## src/rtl/dcsr_debug_ctrl_if.sv

```systemverilog
// dcsr access port between the CSR file (master) and the debug controller.
interface dcsr_debug_ctrl_if;
  logic        csr_wen;
  logic [31:0] csr_wdata;
  logic [31:0] csr_rdata;

  modport master (
    output csr_wen,
    output csr_wdata,
    input  csr_rdata
  );

  modport slave (
    input  csr_wen,
    input  csr_wdata,
    output csr_rdata
  );
endinterface

```

## src/rtl/dcsr_debug_ctrl.sv

```systemverilog
// RISC-V dcsr owner: halt arbitration, debug entry/exit and single-step.
// Halt sources are only sampled while running or stepping.
module dcsr_debug_ctrl #(
  parameter int unsigned XDEBUGVER = 4,
  parameter bit          HAS_S     = 1'b0,
  parameter bit          HAS_U     = 1'b1
) (
  input  logic                    clock,
  input  logic                    reset,
  input  logic [1:0]              cur_prv,
  input  logic                    haltreq,
  input  logic                    resethaltreq,
  input  logic                    trigger_hit,
  input  logic                    ebreak,
  input  logic                    insn_retire,
  input  logic                    exc_taken,
  input  logic                    dret,
  dcsr_debug_ctrl_if.slave        bus,
  output logic                    ebreak_to_debug,
  output logic                    debug_mode,
  output logic                    enter_debug,
  output logic                    exit_debug,
  output logic [1:0]              resume_prv,
  output logic                    stop_count,
  output logic                    stop_time
);

  typedef enum logic [1:0] {
    ST_RUN  = 2'd0,
    ST_DBG  = 2'd1,
    ST_STEP = 2'd2
  } state_e;

  localparam logic [3:0] XDV = XDEBUGVER[3:0];

  state_e      state_q, state_d;
  logic [1:0]  prv_q, prv_d;
  logic [2:0]  cause_q, cause_d;
  logic        step_q, step_d;
  logic        ebm_q, ebm_d;
  logic        ebs_q, ebs_d;
  logic        ebu_q, ebu_d;
  logic        scnt_q, scnt_d;
  logic        stim_q, stim_d;
  logic        enter_q, enter_d;
  logic        exit_q, exit_d;
  logic [1:0]  rprv_q, rprv_d;
  logic        first_q;

  logic        ebk_en;
  logic        ev_t, ev_e, ev_r, ev_h, ev_s;
  logic [2:0]  win;
  logic [1:0]  wprv;
  logic        wprv_ok;
  logic [31:0] wd;
  logic        unused_wdata;

  assign wd = bus.csr_wdata;
  assign unused_wdata = ^{wd[31:16], wd[14], wd[11], wd[8:3]};

  always_comb begin
    ebk_en = 1'b0;
    unique case (cur_prv)
      2'd3:    ebk_en = ebm_q;
      2'd1:    ebk_en = ebs_q;
      2'd0:    ebk_en = ebu_q;
      default: ebk_en = 1'b0;
    endcase
  end

  assign ebreak_to_debug = ebreak & ebk_en;

  assign ev_t = trigger_hit;
  assign ev_e = ebreak_to_debug;
  assign ev_r = resethaltreq & first_q;
  assign ev_h = haltreq;
  assign ev_s = (state_q == ST_STEP)
              & (insn_retire | exc_taken);

  always_comb begin
    win = 3'd0;
    priority case (1'b1)
      ev_t:    win = 3'd2;
      ev_e:    win = 3'd1;
      ev_r:    win = 3'd5;
      ev_h:    win = 3'd3;
      ev_s:    win = 3'd4;
      default: win = 3'd0;
    endcase
  end

  // prv is WARL: unsupported modes keep the old value
  assign wprv    = wd[1:0];
  assign wprv_ok = (wprv == 2'd3)
                 | ((wprv == 2'd1) & HAS_S)
                 | ((wprv == 2'd0) & HAS_U);

  always_comb begin
    state_d = state_q;
    prv_d   = prv_q;
    cause_d = cause_q;
    step_d  = step_q;
    ebm_d   = ebm_q;
    ebs_d   = ebs_q;
    ebu_d   = ebu_q;
    scnt_d  = scnt_q;
    stim_d  = stim_q;
    rprv_d  = rprv_q;
    enter_d = 1'b0;
    exit_d  = 1'b0;
    unique case (state_q)
      ST_RUN, ST_STEP: begin
        if (win != 3'd0) begin
          state_d = ST_DBG;
          enter_d = 1'b1;
          cause_d = win;
          prv_d   = cur_prv;
        end
      end
      ST_DBG: begin
        if (dret) begin
          state_d = step_q ? ST_STEP : ST_RUN;
          exit_d  = 1'b1;
          rprv_d  = prv_q;
        end else if (bus.csr_wen) begin
          ebm_d  = wd[15];
          ebs_d  = HAS_S & wd[13];
          ebu_d  = HAS_U & wd[12];
          scnt_d = wd[10];
          stim_d = wd[9];
          step_d = wd[2];
          if (wprv_ok) prv_d = wprv;
        end
      end
      default: state_d = ST_RUN;
    endcase
  end

  always_ff @(posedge clock) begin
    if (reset) begin
      state_q <= ST_RUN;
      prv_q   <= 2'd3;
      cause_q <= 3'd0;
      step_q  <= 1'b0;
      ebm_q   <= 1'b0;
      ebs_q   <= 1'b0;
      ebu_q   <= 1'b0;
      scnt_q  <= 1'b0;
      stim_q  <= 1'b0;
      enter_q <= 1'b0;
      exit_q  <= 1'b0;
      rprv_q  <= 2'd3;
      first_q <= 1'b1;
    end else begin
      state_q <= state_d;
      prv_q   <= prv_d;
      cause_q <= cause_d;
      step_q  <= step_d;
      ebm_q   <= ebm_d;
      ebs_q   <= ebs_d;
      ebu_q   <= ebu_d;
      scnt_q  <= scnt_d;
      stim_q  <= stim_d;
      enter_q <= enter_d;
      exit_q  <= exit_d;
      rprv_q  <= rprv_d;
      first_q <= 1'b0;
    end
  end

  assign debug_mode  = (state_q == ST_DBG);
  assign enter_debug = enter_q;
  assign exit_debug  = exit_q;
  assign resume_prv  = rprv_q;
  assign stop_count  = debug_mode & scnt_q;
  assign stop_time   = debug_mode & stim_q;

  assign bus.csr_rdata = {
    XDV, 12'd0,
    ebm_q, 1'b0, ebs_q, ebu_q,
    1'b0, scnt_q, stim_q,
    cause_q, 3'd0,
    step_q, prv_q
  };

endmodule

```

## src/flat_wrapper.sv

```systemverilog
// flat-port wrapper written by rule: the top's interface ports become plain ports
module dcsr_debug_ctrl_flat 
#(
  parameter int unsigned XDEBUGVER = 4,
  parameter bit          HAS_S     = 1'b0,
  parameter bit          HAS_U     = 1'b1
)
  (clock, reset, cur_prv, haltreq, resethaltreq, trigger_hit, ebreak, insn_retire, exc_taken, dret, ebreak_to_debug, debug_mode, enter_debug, exit_debug, resume_prv, stop_count, stop_time, bus_csr_wen, bus_csr_wdata, bus_csr_rdata);
  dcsr_debug_ctrl_if bus_i ();
  input  logic clock;
  input  logic reset;
  input  logic [1:0] cur_prv;
  input  logic haltreq;
  input  logic resethaltreq;
  input  logic trigger_hit;
  input  logic ebreak;
  input  logic insn_retire;
  input  logic exc_taken;
  input  logic dret;
  output logic ebreak_to_debug;
  output logic debug_mode;
  output logic enter_debug;
  output logic exit_debug;
  output logic [1:0] resume_prv;
  output logic stop_count;
  output logic stop_time;
  input wire logic [$bits(bus_i.csr_wen)-1:0] bus_csr_wen;
  input wire logic [$bits(bus_i.csr_wdata)-1:0] bus_csr_wdata;
  output wire logic [$bits(bus_i.csr_rdata)-1:0] bus_csr_rdata;
  assign bus_i.csr_wen = bus_csr_wen;
  assign bus_i.csr_wdata = bus_csr_wdata;
  assign bus_csr_rdata = bus_i.csr_rdata;
  dcsr_debug_ctrl #(.XDEBUGVER(XDEBUGVER), .HAS_S(HAS_S), .HAS_U(HAS_U)) u_core (.clock(clock), .reset(reset), .cur_prv(cur_prv), .haltreq(haltreq), .resethaltreq(resethaltreq), .trigger_hit(trigger_hit), .ebreak(ebreak), .insn_retire(insn_retire), .exc_taken(exc_taken), .dret(dret), .bus(bus_i), .ebreak_to_debug(ebreak_to_debug), .debug_mode(debug_mode), .enter_debug(enter_debug), .exit_debug(exit_debug), .resume_prv(resume_prv), .stop_count(stop_count), .stop_time(stop_time));
endmodule
```

## config.mk

```make
export PLATFORM = sky130hd
export DESIGN_NAME = dcsr_debug_ctrl_flat
export DESIGN_NICKNAME = d
export VERILOG_FILES = /design/src/rtl/dcsr_debug_ctrl_if.sv /design/src/rtl/dcsr_debug_ctrl.sv /design/src/flat_wrapper.sv
export SDC_FILE = /design/constraint.sdc
export NUM_CORES = 1
export LEC_CHECK = 0
export CAP_MARGIN = 0
export CORE_AREA = 2 2 65 67
export CTS_CLUSTER_SIZE = 28
export DETAILED_ROUTE_END_ITERATION = 7
export DIE_AREA = 0 0 67 69
export PLACE_DENSITY_LB_ADDON = 0.15
export SLEW_MARGIN = 10
export SYNTH_ARGS = -nofsm -noshare
export SYNTH_HDL_FRONTEND = slang
export SYNTH_SLANG_ARGS = --single-unit
export TNS_END_PERCENT = 1
```

## constraint.sdc

```tcl
create_clock -name clock -period 1.5 [get_ports clock]
set_clock_uncertainty 0.1 [all_clocks]
set_input_delay 0.225 -clock clock [delete_from_list [all_inputs] [get_ports clock]]
set_output_delay 0.225 -clock clock [all_outputs]
set_load 0.005 [all_outputs]
```

; ---- Yosys cells after proc, flatten, opt, wreduce, memory -nomap -nowiden
; Index checks and enable logic that the tools add are counted.
[classes]
muxes = 18
bitwise = 10
eq_ne = 9
reduce_logical = 13
[op_table]
columns = operator, n
row1 = $mux W3, 5
row2 = $mux W2, 7
row3 = $ne A2 B2 Y1 const B, 4
row4 = $pmux W2 S2, 2
row5 = $eq A2 B2 Y1 const B, 3
row6 = $logic_not A2 Y1, 3
row7 = $reduce_and A2 Y1, 3
row8 = $reduce_or A2 Y1, 3
row9 = $and A1 B1 Y1, 5
row10 = $reduce_and A5 Y1, 1
row11 = $mux W1, 3
row12 = $not A1 Y1, 3
row13 = $reduce_and A3 Y1, 1
row14 = $reduce_bool A3 Y1, 1
row15 = $eq A2 B1 Y1 const B, 1
row16 = $ne A2 B1 Y1 const B, 1
row17 = $or A1 B1 Y1, 2
row18 = $pmux W1 S2, 1
row19 = $reduce_bool A2 Y1, 1
[totals]
in_bits = 44
register_bits = 17
out_inout_bits = 40
elab_cells = 62

; ---- Logic depth before layout (Yosys ltp)
[logic_depth]
word_depth = 10
depth_mapped = 6
mapped_depth_nobuf = 6

; ---- Worst setup path after synthesis
; OpenSTA, ideal clock, no wires.
[synth_timing]
kind = input -> register
from = input cur_prv[0]
to = register u_core.prv_q[1]
slack_ps = -1
n_path_buf = 0
path_stages = 6
required_ps = 1271
arrival_time_ps = 1272
setup_ps = 129
cell_sequence = inv_1 -> ha_1 -> nand2b_1 -> o21a_1 -> a2111oi_4 -> nor4_1
[synth_via]
elab_chain_len = 8
elab_cells_between_ends = 9
classes_between = eq/ne: 2 / mux: 3 / bitwise: 1 / reduce/logical: 3
[synth_lines]
columns = element, line
row1 = start: declaration, flat_wrapper.sv:12  ; input logic [1:0] cur_prv;
row2 = $eq A2 B2 Y1 / $logic_not A2 Y1 (equally long branches), dcsr_debug_ctrl.sv:63  ; unique case (cur_prv)
row3 = $pmux W1 S2 *, dcsr_debug_ctrl.sv:63
row4 = $and A1 B1 Y1 *, dcsr_debug_ctrl.sv:71  ; assign ebreak_to_debug = ebreak & ebk_en;
row5 = $mux W3 * (2 in series), dcsr_debug_ctrl.sv:82  ; priority case (1'b1)
row6 = $reduce_bool A3 Y1 *, dcsr_debug_ctrl.sv:113  ; if (win != 3'd0) begin
row7 = $ne A2 B1 Y1 (no source line) *, n/a
row8 = $reduce_and A5 Y1 (no source line) *, n/a
row9 = end signal: assignment, dcsr_debug_ctrl.sv:156  ; prv_q <= prv_d;
row10 = end: declaration, dcsr_debug_ctrl.sv:37  ; logic [1:0] prv_q, prv_d;
; Mark *: on every way between the ends. The rest lies on a longest branch, timed or not.
; A chain may end at the register's enable or synchronous reset.

; ---- Final worst setup path
[layout_timing]
from = register u_core.state_q[0]
to = register u_core.prv_q[0]
[layout_via]
elab_chain_len = 10
elab_cells_between_ends = 18
classes_between = eq/ne: 6 / mux: 6 / bitwise: 1 / reduce/logical: 5
[layout_lines]
columns = element, line
row1 = start: declaration, dcsr_debug_ctrl.sv:36  ; state_e state_q, state_d;
row2 = start signal: assignment, dcsr_debug_ctrl.sv:155  ; state_q <= state_d;
row3 = $eq A2 B2 Y1, "dcsr_debug_ctrl.sv:77, dcsr_debug_ctrl.sv:111"
row4 = $and A1 B1 Y1, dcsr_debug_ctrl.sv:78  ; & (insn_retire | exc_taken);
row5 = $mux W3 (5 in series), dcsr_debug_ctrl.sv:82
row6 = $reduce_bool A3 Y1, dcsr_debug_ctrl.sv:113
row7 = $ne A2 B1 Y1 (no source line), n/a
row8 = $reduce_and A5 Y1 (no source line), n/a
; Parallel ways exist; a longest one is shown, timed or not.

==> reports/metrics.cfg <==
[cells_and_area]
syn_to_final_growth_pct = 55.20
layout-drive-gt1-share_pct = 34.05
final_nets = 232
fin_area_um2 = 1738
fillers = 403
n_antenna_cell = 0
fin_util_pct = 44.41

[logic_synthesis]
ys_warn_count = 0
postSynthAreaPerCell_um2 = 8.818
synthFlopType = dfxtp_1
yosysTopAreaCell = dfxtp_1
synthArstFlopShare_pct = 0
synth.area.top_cells = dfxtp_1 30%, buf_4 18%, nand2_1 4.4%
syn_area_um2 = 1120
synth-edff-count = 0
synth-seq-area-share_pct = 30.39
ys_types = 43
postSynthCellCount = 127
synth_top_area_share_pct = 30.39
ys_ff_latch = 17

[die]
die_w_um = 67
die_area_um2 = 4623
die_h_um = 69
num_rows = 23
ioPinCount = 84
initial_utilization_pct = 28.61
design.core.area_um2 = 3914

[global_routing]
grt_start_max_net_pins = 12
grt_overflow = 0
grtUsageMet3_pct = 3.263
gr-usage-all-layers_pct = 11.93
grt.busiest_layer = met2
grt_pass1_wl_um = 4374
grt_util_met2_pct = 19.25
grt_pass1_vias = 976
antenna_found_initial = 0
grtUsageMet1_pct = 15.10

[clock_tree]
clkLatencyLatePin_ps = 250
ctsHtreeMaxLevel = 1
ctsRootBufferMaster = clkbuf_8
cts_buffers = 3
ctsHoldBuffers = 0
cts_sinks = 17
clk_pin_slew_ps = 70
cts_tree = yes
cts_buffer_depth = 2

[min_path]
hold_depth = 1
hold_start = u_core.resume_prv[0]
holdCritPathClass = reg -> reg
worstHoldEndpoint = u_core.resume_prv[0]

[drt]
vias_per_cell = 4.345
detail-route-antenna-nets = 0
routed_wl_um = 2765
wire_per_inst_um = 11.77
drt_iter0_drc = 74
num_vias = 1021
drc = 0
dr.pass1.iters = 4

[worst_setup_path]
r2r_end = u_core.prv_q[0]
path_class = reg -> reg
cp-end-kind = flop
crit_chain = buf_4 -> nand2b_2 -> buf_4 -> o21bai_2 -> nor4b_2 -> nor4_1
r2r_setup_slack_ps = -30
cp_slowest_cell = dfxtp_2
r2r_start = u_core.state_q[0]
crit_required_ps = 1560
arrival_ps = 1590
worstSetupStartpointType = flop
ff2ff_path_depth = 6
cp_slowest_stage_delay_ps = 330
crit_path_frequent_cell = buf_4
path_max_fanout = 4

[power]
p_seq_share_pct = 42.4
netSwitchingFraction_pct = 26.43
power.switching_w = 0.0003102
pwr-share-comb_pct = 28.3
clock_power_share_pct = 29.3
internal-power_w = 0.0008635
p_leak_nw = 0.7502
vdd_ir_drop_max_mv = 0.3662
power_density_nw_per_um2 = 675.4

[sta]
finalWorstSetupSlack_ps = -28.22
drv_slew = 0
min_period_over_period_pct = 101.9
hold_viol_final = 0
fmax_mhz = 654.4
finalSetupViolations = 4
rsz0062_at_grt = true
finalCriticalPeriod_ps = 1528

[job]
cap_violations = 0

[placed_design]
numPortBuffers = 36
placed_area_um2 = 1575
gp_congestion = 0.7245
hpwl_um = 2097

[outcome]
outcome = finished, violations left
violations = negative setup slack

## worst max path at each step
stage / startpoint / endpoint / slack, ps / cells past startpoint
4_1_cts: cur_prv[0] / ebreak_to_debug / -80 / 7
6_report: u_core.state_q[0] / u_core.prv_q[0] / -30 / 6
3_5_place_dp: cur_prv[0] / ebreak_to_debug / -860 / 7
5_1_grt: u_core.state_q[0] / u_core.prv_q[0] / -100 / 6
3_3_place_gp: cur_prv[0] / ebreak_to_debug / -840 / 7
2_1_floorplan: cur_prv[0] / u_core.prv_q[1] / 20 / 6
## logic make-up after synthesis
kind of cell	Yosys count	share of synthesized area [%]
AOI/OAI and AO/OA	26	18.44
xor gates and xnor gates	1	0.7823
adders and majority gates	2	2.234
buffers and inverters	35	22.23
DFF	17	30.39
muxes	1	1.340
other	2	0.6706
and+or+nand+nor	43	23.91
## worst max-delay path, delay by kind of cell (launching register included)
family	cells	cell delay, ps
compound gates	1	200
flops	1	330
simple gates	3	510
buf+inv	2	300
## synthesized netlist by cell type (2+ instances only)
cell	n
and2_1	2
nand2b_1	2
nor4_1	2
buf_4	27
o21ai_1	3
dfxtp_1	17
nand2_1	13
and3b_1	2
o21bai_1	2
inv_1	3
clkbuf_1	2
a21oi_1	9
buf_6	2
nor4b_1	4
conb_1	2
nor2_1	6
nand4bb_1	2
ha_1	2
## per-stage QoR
stage / total power, W / std cells / setup slack, ps / hold slack (ps) / setup TNS [ps]
finish: 0.001174 / 235 / -28.22 / 363.5 / -70.62
global route: 0.001242 / 235 / -102.3 / 390.7 / -337.4
CTS: 0.001160 / 233 / -83.69 / 367.1 / -251.7
detailed placement: 0.0007957 / 227 / -861.5 / 350.3 / -6192
global placement: 0.0007933 / 227 / -835.9 / 357.9 / -6032
floorplan: 0.0006726 / 147 / 15.30 / 152.7 / 0
## sequential cells by signal, summed over array words and instances (netlist names), 2 cells and up
| name | cells |
|---|---|
| u_core.prv_q | 2 |
| u_core.cause_q | 3 |
| u_core.resume_prv | 2 |
| u_core.state_q | 2 |
## cells in the final DEF (no fill, tap or decap), types with 2 or more instances in the layout
cell type | Yosys | layout
inv_1 | 3 | 2
and3b_1 | 2 | 2
nand2_1 | 13 | 13
nor4_1 | 2 | 2
buf_4 | 27 | 26
nor4b_1 | 4 | 2
conb_1 | 2 | 22
buf_6 | 2 | 5
dlymetal6s2s_1 | 0 | 2
dfxtp_2 | 0 | 6
a2111oi_4 | 1 | 2
dfxtp_1 | 17 | 11
a21oi_1 | 9 | 9
ha_1 | 2 | 2
nor4b_2 | 0 | 2
nor2_1 | 6 | 5
clkbuf_2 | 0 | 2
and2_1 | 2 | 2
o21ai_1 | 3 | 2
nand4bb_1 | 2 | 2
clkbuf_8 | 0 | 3
clkdlybuf4s50_1 | 0 | 27
buf_2 | 1 | 2
## power by group through the flow
stage	combinational [W]	sequential, W	clock (W)
detailed placement	0.000289	0.000507	0
global placement	0.000287	0.000507	0
CTS	0.000305	0.000497	0.000358
global route	0.000363	0.000501	0.000378
floorplan	0.000168	0.000504	0
finish	0.000332	0.000498	0.000344
## what timing repair did
| item | in CTS | in global routing |
|---|---|---|
| setup endpoints to repair | 16 | 10 |
| pin swaps | 1 | 10 |
| gates resized for setup | 25 | 23 |
| buffers inserted | 2 | 2 |
## layout make-up
class / instances / area (um2) / area share, %
clock buffers: 4 / 45.04 / 2.592
inverters: 3 / 11.26 / 0.6479
multi-input cells: 95 / 685.7 / 39.45
flip-flops and latches: 17 / 347.8 / 20.01
well taps: 50 / 62.56 / 3.600
repair buffers: 66 / 585.6 / 33.69
## metal layers
metal	up-vias	part of all wire (%)	wire length (um)
li1	506	-	-
met1	475	42	1163
met2	38	51	1415
met3	2	5.9	162
met4	0	0.87	24
met5	-	0	0
Power figures use the tool's default switching activity.
